### config.mk
export PLATFORM = sky130hd
export DESIGN_NAME = serial_to_parallel_deserializer
export DESIGN_NICKNAME = d
export VERILOG_FILES = /design/src/rtl/serial_to_parallel_deserializer.sv
export SDC_FILE = /design/constraint.sdc
export NUM_CORES = 1
export LEC_CHECK = 0
export ABC_CLOCK_PERIOD_IN_PS = 1600
export CELL_PAD_IN_SITES_DETAIL_PLACEMENT = 2
export CELL_PAD_IN_SITES_GLOBAL_PLACEMENT = 2
export CORE_MARGIN = 2
export CORE_UTILIZATION = 32
export CTS_CLUSTER_DIAMETER = 60
export DETAILED_ROUTE_END_ITERATION = 8
export PLACE_DENSITY_LB_ADDON = 0.1
export SETUP_SLACK_MARGIN = 0.1
export SYNTH_ARGS = -nofsm -noshare
export SYNTH_HDL_FRONTEND = slang
export SYNTH_SLANG_ARGS = --single-unit
### constraint.sdc
create_clock -name i_clk -period 1.6 [get_ports i_clk]
set_input_delay 0.24 -clock i_clk [delete_from_list [all_inputs] [get_ports i_clk]]
set_output_delay 0.24 -clock i_clk [all_outputs]
set_load 0.01 [all_outputs]
### src/rtl/serial_to_parallel_deserializer.sv
// serial_to_parallel_deserializer
// ---------------------------------------------------------------------------
// Rebuilds WIDTH-bit words from a strobed serial bit stream and hands them to
// a consumer through a one-entry holding register.
//
// Optional feature macro: PARITY_CHECK_EN
//   defined   : each frame is WIDTH data bits plus a trailing even-parity bit;
//               o_parity_err reports the check for the held word.
//   undefined : frame is WIDTH bits, o_parity_err is tied to 0.
//
// Ports
//   i_clk          rising-edge clock
//   i_reset        synchronous active-high reset
//   i_serial_in    serial data bit
//   i_bit_valid    i_serial_in is sampled on edges where this is 1
//   i_msb_first    1: first bit is bit WIDTH-1, 0: first bit is bit 0
//   i_frame_clear  discards the partially assembled word
//   o_parallel_out holding-register data
//   o_out_valid    holding register contains an unconsumed word
//   i_out_ready    consumer accepts the word when o_out_valid && i_out_ready
//   o_overrun      sticky: a completed word was dropped (cleared by reset)
//   o_busy         a partial word is in progress (bit count != 0)
//   o_parity_err   parity result for the held word
//
// Handshake: a word transfers on every rising edge where o_out_valid and
// i_out_ready are both 1. o_out_valid never drops without a transfer, and
// o_parallel_out is stable while o_out_valid is 1 and no transfer occurs.
// A completing word may refill the register on the same edge it drains.
// ---------------------------------------------------------------------------
module serial_to_parallel_deserializer #(
    parameter int WIDTH = 8
) (
    input  logic             i_clk,
    input  logic             i_reset,
    input  logic             i_serial_in,
    input  logic             i_bit_valid,
    input  logic             i_msb_first,
    input  logic             i_frame_clear,
    output logic [WIDTH-1:0] o_parallel_out,
    output logic             o_out_valid,
    input  logic             i_out_ready,
    output logic             o_overrun,
    output logic             o_busy,
    output logic             o_parity_err
);

`ifdef PARITY_CHECK_EN
    localparam int FRAME = WIDTH + 1;
`else
    localparam int FRAME = WIDTH;
`endif
    localparam int CW = $clog2(FRAME);

    logic [WIDTH-1:0] r_shreg;
    logic [CW-1:0]    r_count;
    logic             r_dir;
    logic [WIDTH-1:0] r_out;
    logic             r_valid;
    logic             r_overrun;
    logic             r_perr;
    logic             r_busy;

    logic             w_dir;
    logic [WIDTH-1:0] w_shifted;
    logic             w_last;
    logic             w_complete;
    logic             w_accept;
    logic             w_data_bit;
    logic [WIDTH-1:0] w_word;
    logic             w_perr;
    logic [CW-1:0]    w_count_next;

    always_comb begin
        // The first bit of a word uses the live direction input; later bits
        // use the value latched with that first bit.
        w_dir      = (r_count == '0) ? i_msb_first : r_dir;
        w_shifted  = w_dir ? {r_shreg[WIDTH-2:0], i_serial_in}
                           : {i_serial_in, r_shreg[WIDTH-1:1]};
        w_last     = (r_count == CW'(FRAME - 1));
        w_complete = i_bit_valid && !i_frame_clear && w_last;
        // Fill is allowed when empty or when the held word drains this edge.
        w_accept   = w_complete && (!r_valid || i_out_ready);
`ifdef PARITY_CHECK_EN
        // The last bit of the frame is parity: shreg already holds the data.
        w_data_bit = (r_count != CW'(WIDTH));
        w_word     = r_shreg;
        w_perr     = (^r_shreg) ^ i_serial_in;
`else
        w_data_bit = 1'b1;
        w_word     = w_shifted;
        w_perr     = 1'b0;
`endif
        w_count_next = r_count;
        if (i_frame_clear) begin
            w_count_next = '0;
        end else if (i_bit_valid) begin
            w_count_next = w_last ? '0 : r_count + CW'(1);
        end
    end

    always_ff @(posedge i_clk) begin
        if (i_reset) begin
            r_shreg   <= '0;
            r_count   <= '0;
            r_dir     <= 1'b0;
            r_out     <= '0;
            r_valid   <= 1'b0;
            r_overrun <= 1'b0;
            r_perr    <= 1'b0;
            r_busy    <= 1'b0;
        end else begin
            r_count <= w_count_next;
            r_busy  <= (w_count_next != '0);

            if (i_frame_clear) begin
                r_shreg <= '0;
            end else if (i_bit_valid) begin
                if (r_count == '0) begin
                    r_dir <= i_msb_first;
                end
                if (w_data_bit) begin
                    r_shreg <= w_shifted;
                end
            end

            // Holding register is independent of frame_clear.
            if (w_accept) begin
                r_out   <= w_word;
                r_valid <= 1'b1;
                r_perr  <= w_perr;
            end else begin
                if (w_complete) begin
                    r_overrun <= 1'b1;
                end
                if (r_valid && i_out_ready) begin
                    r_valid <= 1'b0;
                end
            end
        end
    end

    assign o_parallel_out = r_out;
    assign o_out_valid    = r_valid;
    assign o_overrun      = r_overrun;
    assign o_busy         = r_busy;
    assign o_parity_err   = r_perr;

endmodule
==> results of run 1 <==
==> report_power, final <==
group          switching, mW  leakage, nW  internal [mW]  total (mW)
clock                  0.209       0.0255          0.174       0.383
sequential            0.0165        0.188          0.581       0.598
combinational         0.0961        0.459         0.0915       0.188
total                  0.321        0.673          0.847        1.17
==> flip-flops by register name, summed over array words and instances (netlist names) <==
| signal | flops |
|---|---|
| o_out_valid | 1 |
| o_parallel_out | 8 |
| r_shreg | 8 |
| o_overrun | 1 |
| r_count | 3 |
| r_dir | 1 |
| o_busy | 1 |
==> cells in the final DEF, fill, tap and decap left out, drive strengths merged <==
master and n:
and2b 6, buf 24, o21ai 16, dlymetal6s2s 1
nor2 4, dfxtp 23, and3b 1, clkbuf 3
nand2b 2, nor2b 3, a21oi 9, clkinv 1
nor3 3, conb 1, clkdlybuf4s50 16, a31oi 17
mux2i 4, nor4bb 5, a311oi 9, inv 4
ha 3, and4bb 4, and2 9
==> per-stage QoR <==
stage / TNS, ns / total power, mW / area, µm² / hold WS [ns]
2_1_floorplan: 0 / 0.683 / 1220 / 0.312
3_3_place_gp: -0.0567 / 0.754 / 1540 / 0.452
3_5_place_dp: -0.490 / 0.760 / 1540 / 0.455
4_1_cts: 0 / 1.15 / 1680 / 0.478
5_1_grt: -0.150 / 1.22 / 1840 / 0.550
6_report: -0.106 / 1.17 / 1840 / 0.475
==> worst reg2reg max path, cell delays in order (launching register included) <==
cell and delay, ns:
dfxtp_4 0.37, ha_4 0.16, ha_4 0.16, buf_4 0.12, buf_4 0.12, nor2_1 0.12, mux2i_1 0.16, a311oi_1 0.37
==> timing repair <==
action / 4_1_cts / 5_1_grt
endpoints found under the setup margin: 16 / 16
pin swaps: 3 / 13
setup buffers: 2 / 2
gates resized for setup: 16 / 29
gates cloned: 0 / 0
==> routing by layer <==
metal	wire, µm	vias up	global-route usage [%]
met5	0	-	0
met4	66	0	6.51
met3	108	7	2.04
met2	2350	21	36.5
met1	2130	613	26.9
li1	-	575	-
==> final cells by class <==
cell class / count / area, µm²
Tap cell: 48 / 60.1
Clock inverter: 1 / 5.00
Fill cell: 391 / 1820
Multi-Input combinational cell: 96 / 877
Sequential cell: 23 / 469
Timing Repair Buffer: 41 / 377
Inverter: 4 / 15.0
Clock buffer: 3 / 41.3
==> kinds of logic (layout without fill, tap and decap cells) <==
logic type / after synthesis / count (layout) / share of synthesized area (%)
AOI/OAI and AO/OA: 51 / 51 / 25.8
adders and majority gates: 3 / 3 / 3.06
buffers and inverters: 17 / 49 / 7.56
DFF: 23 / 23 / 37.6
muxes: 4 / 4 / 3.27
other: 1 / 1 / 0.306
and+or+nand+nor: 37 / 37 / 22.4
==> final timing paths <==
path / slack [ns] / startpoint / depth (start not counted) / to
hold reg to reg: 0.47 / o_overrun / 2 / o_overrun
setup reg to reg: -0.11 / r_count[0] / 7 / o_busy
setup / recovery: -0.11 / r_count[0] / 7 / o_busy
hold / removal: 0.47 / o_overrun / 2 / o_overrun
==> metrics.txt, run 1 <==
outcome=complete, but fails checks; violated checks=negative setup slack; Vias per Instance=5.63; EDFF count, synth=0; CTS Buffer Depth=2; crit path max fanout=3; Hold Vio Cnt, Final=0; I/O pins=19; P&R area growth vs syn=50.6%; share of cells above drive strength 1=38.7%; # setup viols final=1; Crit Path Category=reg -> reg; ys async rst share=0%; max-cap violations=0; Final Cycle Share=107%; delay of the slowest critical-path stage=0.37 ns; fmax=586 MHz; row cnt=22; number of port buffers=17; Netlist Area Pre-Place=0.00122 mm²; DRC viols=0; crit-path leading delay family=flip-flops; ANT nets after route=0; share of the synthesized area in the top cell type=37.6%; final-stage net count=179; initial core utilization=33.5%; cts bufs inserted=3; type of origin of the critical path=flop; CTS tree=done; fin util=50.4%; hold buffer count at cts=0; Die ar.=0.00434 mm²; Yosys cell types=27; via count=1216; H-tree level count=1; Final HPWL DP=2950 µm; first-pass GRT wire length=6800 µm; vias in the first global route=1332; maximum vdd ir drop=0.271 mV; Tmin final=1.71 ns; GRT Total Usage=20.9%; CP max stage cell=dfxtp_4; Crit path buffers/inverters=2; Ant. Diodes=0; grt ovf=0; CTS Root Buffer Type=clkbuf_8; wire per inst=21.6 µm; worst min path class=reg -> reg; GPL Wtd Cong=0.800; largest net degree at the start of global routing=21; Clk Latency, worst-skew pair=0.27 ns; top-count cell post-synth=dfxtp_1; final wirelength=4660 µm; CTS sink count=23; Gate Count Post-Synth=136; Initial DRC Count=44; DR pass1 iterations=4; required time worst endpoint=1.75 ns; RSZ-0062 raised after global routing=yes; top_reg_cell synth=dfxtp_1; Seq/Total Area, Yosys=37.6%; Reg clk slew, reported paths=0.09 ns; Yosys warnings=0; synthesized net count=146; core footprint=0.00366 mm²; leakage power=0.673 nW; most frequent cells after synthesis=dfxtp_1 (23), a31oi_1 (17), o21ai_0 (13), a21oi_1 (9), a311oi_1 (8); slack of the critical path=-0.106 ns; Arrival @ worst endpoint=1.86 ns; Final Skew=0.00379 ns; cell area power density=634 mW/mm²; Cell Chain, Critical Path=ha_4, ha_4, buf_4, buf_4, nor2_1, mux2i_1, a311oi_1; Synth Register Bits=23; ranking of synthesized cells by area=dfxtp_1 (38%), a31oi_1 (8.7%), a311oi_1 (5.7%); Die Span X=65.9 µm; die height=65.9 µm; Yosys top cell by area=dfxtp_1; Setup crit end kind=flop; # placed instances=208; initial antenna violation count=0; dpl ws=-0.112 ns; final slew viol count=0; Avg Cell Area, Syn=9.01 µm²; final cell count without fillers=216
Power figures use the tool's default switching activity.
==> run 2: changes to the inputs <==
--- a/config.mk
+++ b/config.mk
@@ -8,6 +8,7 @@
 export ABC_CLOCK_PERIOD_IN_PS = 1600
 export CELL_PAD_IN_SITES_DETAIL_PLACEMENT = 2
 export CELL_PAD_IN_SITES_GLOBAL_PLACEMENT = 2
+export CORE_ASPECT_RATIO = 0.75
 export CORE_MARGIN = 2
 export CORE_UTILIZATION = 32
 export CTS_CLUSTER_DIAMETER = 60
==> metrics.txt, run 2 (synthesis gave the netlist of run 1 again) <==
outcome=complete, no violations; final slew viol count=0; I/O pins=19; crit-path leading delay family=simple AND/OR/NAND/NOR gates; Final Cycle Share=93.6%; wire per inst=19.6 µm; vias in the first global route=1280; maximum vdd ir drop=0.455 mV; Final Skew=0.00707 ns; worst min path class=reg -> reg; Hold Vio Cnt, Final=0; Sequential Power Share=51.8%; Worst R2R Path Depth=5; row cnt=19; DRC viols=0; slack of the critical path=0.102 ns; final cell count without fillers=217; core footprint=0.00366 mm²; required time worst endpoint=1.78 ns; GPL Wtd Cong=0.778; Tmin final=1.50 ns; first-pass GRT wire length=6680 µm; Setup crit end kind=flop; register area=469 µm²; # placed instances=210; proportion of power drawn by combinational gates=15.7%; Int Pwr=0.846 mW; type of origin of the critical path=flop; Crit Path Category=reg -> reg; final wirelength=4250 µm; max-cap violations=0; Vias per Instance=5.51; fmax=668 MHz; number of port buffers=17; CTS Root Buffer Type=clkbuf_8; H-tree level count=1; crit path max fanout=8; initial antenna violation count=0; Tot Pwr=1.15 mW; switching pwr=0.301 mW; Hold Path Cell Cnt=2; hold buffer count at cts=0; Ant. Diodes=0; GRT Total Usage=20.6%; Switching Share=26.2%; Clk Latency, worst-skew pair=0.27 ns; DP Area=0.00153 mm²; CTS tree=done; Reg clk slew, reported paths=0.09 ns; Hold Slack=0.492 ns; CTS sink count=23; P&R area growth vs syn=43.1%; cts bufs inserted=3; grt ovf=0; share of cells above drive strength 1=32.7%; r2r setup slk=0.10 ns; Die ar.=0.00434 mm²; initial core utilization=33.5%; Arrival @ worst endpoint=1.67 ns; Crit path buffers/inverters=0; # fillers=397; DR pass1 iterations=4; cell area power density=654 mW/mm²; Worst Min Path Start=o_overrun; Worst Hold End=o_overrun; RSZ-0062 raised after global routing=yes; CTS Buffer Depth=2; via count=1196; clock power share=32.4%; most common cell after layout, fill and taps aside=dfxtp_1; Reg-to-Reg End=o_parallel_out[4]; ANT nets after route=0; R2R Path Start=r_count[0]; area of the multi-input gates=810 µm²; Initial DRC Count=40; largest net degree at the start of global routing=18; final-stage net count=176; most frequent cells in the layout=dfxtp_1 (20), clkdlybuf4s50_1 (17), buf_4 (17); CP max stage cell=dfxtp_4; dpl ws=-0.0868 ns; die height=57.6 µm; delay of the slowest critical-path stage=0.37 ns; Die Span X=75.4 µm; # setup viols final=0; leakage power=0.625 nW; Cell Chain, Critical Path=ha_4, ha_2, and3b_2, and2_4, a311oi_1; Final HPWL DP=2880 µm; Final Instance Area=0.00175 mm²
run 2: cell count changes in the layout (fill, tap and decap cells not counted), moves of 2 or more:
| cell | change |
|---|---|
| a31oi_2 | -4 |
| inv_1 | +2 |
| a311oi_2 | -2 |
| nor4bb_2 | +2 |
| nor4bb_4 | -2 |
| a311oi_1 | +2 |
| inv_2 | -2 |
| buf_4 | -3 |
| a31oi_1 | +4 |
run 2: routing by layer:
metal | vias up | global-route usage [%] | wire length (µm)
li1 | 566 | - | -
met1 | 605 | 29.2 | 2020
met2 | 23 | 32.3 | 2060
met3 | 2 | 4.42 | 150
met4 | 0 | 4.01 | 16
met5 | - | 0 | 0
run 2: metrics by stage:
step	utilization (%)	setup TNS, ns
6_report	47.9	0
4_1_cts	44.2	0
5_1_grt	47.9	0
2_1_floorplan	-	0
3_5_place_dp	41.8	-0.404
3_3_place_gp	41.8	0
run 2: worst min-delay path: cells and delay by family (launching register included):
family / cells / cell delay [ns]
AO/OA/AOI/OAI: 1 / 0.04
flip-flops: 1 / 0.34
AND/OR/NAND/NOR: 1 / 0.07
run 2: area by class of cell:
class,count,area share [%]
Multi-Input combinational cell,96,46.2
Sequential cell,23,26.8
Timing Repair Buffer,38,19.8
Tap cell,52,3.71
Clock buffer,3,2.36
Inverter,4,0.857
Clock inverter,1,0.286
run 2: repair_timing:
| action | CTS | global route |
|---|---|---|
| pin swaps | 1 | 8 |
| cloned | 0 | 1 |
| setup endpoints to repair | 16 | 13 |
| setup buffers | 0 | 2 |
| gates resized for setup | 10 | 22 |
run 2: worst max-delay path by stage:
stage,startpoint,to,slack (ns),depth (start not counted)
after global placement,i_msb_first,r_shreg[7],0.005,5
after detailed placement,r_count[0],o_parallel_out[4],-0.09,5
after global routing,r_count[1],o_parallel_out[4],0.03,6
after floorplan,r_count[0],o_parallel_out[3],0.19,6
after CTS,r_count[0],o_parallel_out[5],0.10,6
final,r_count[0],o_parallel_out[4],0.10,5
run 2: power by group through the flow:
stage,sequential [mW],combinational [mW],clock [mW]
after floorplan,0.605,0.0784,0
after global placement,0.607,0.145,0
after detailed placement,0.608,0.151,0
after CTS,0.595,0.158,0.387
after global routing,0.596,0.197,0.417
final,0.594,0.181,0.372
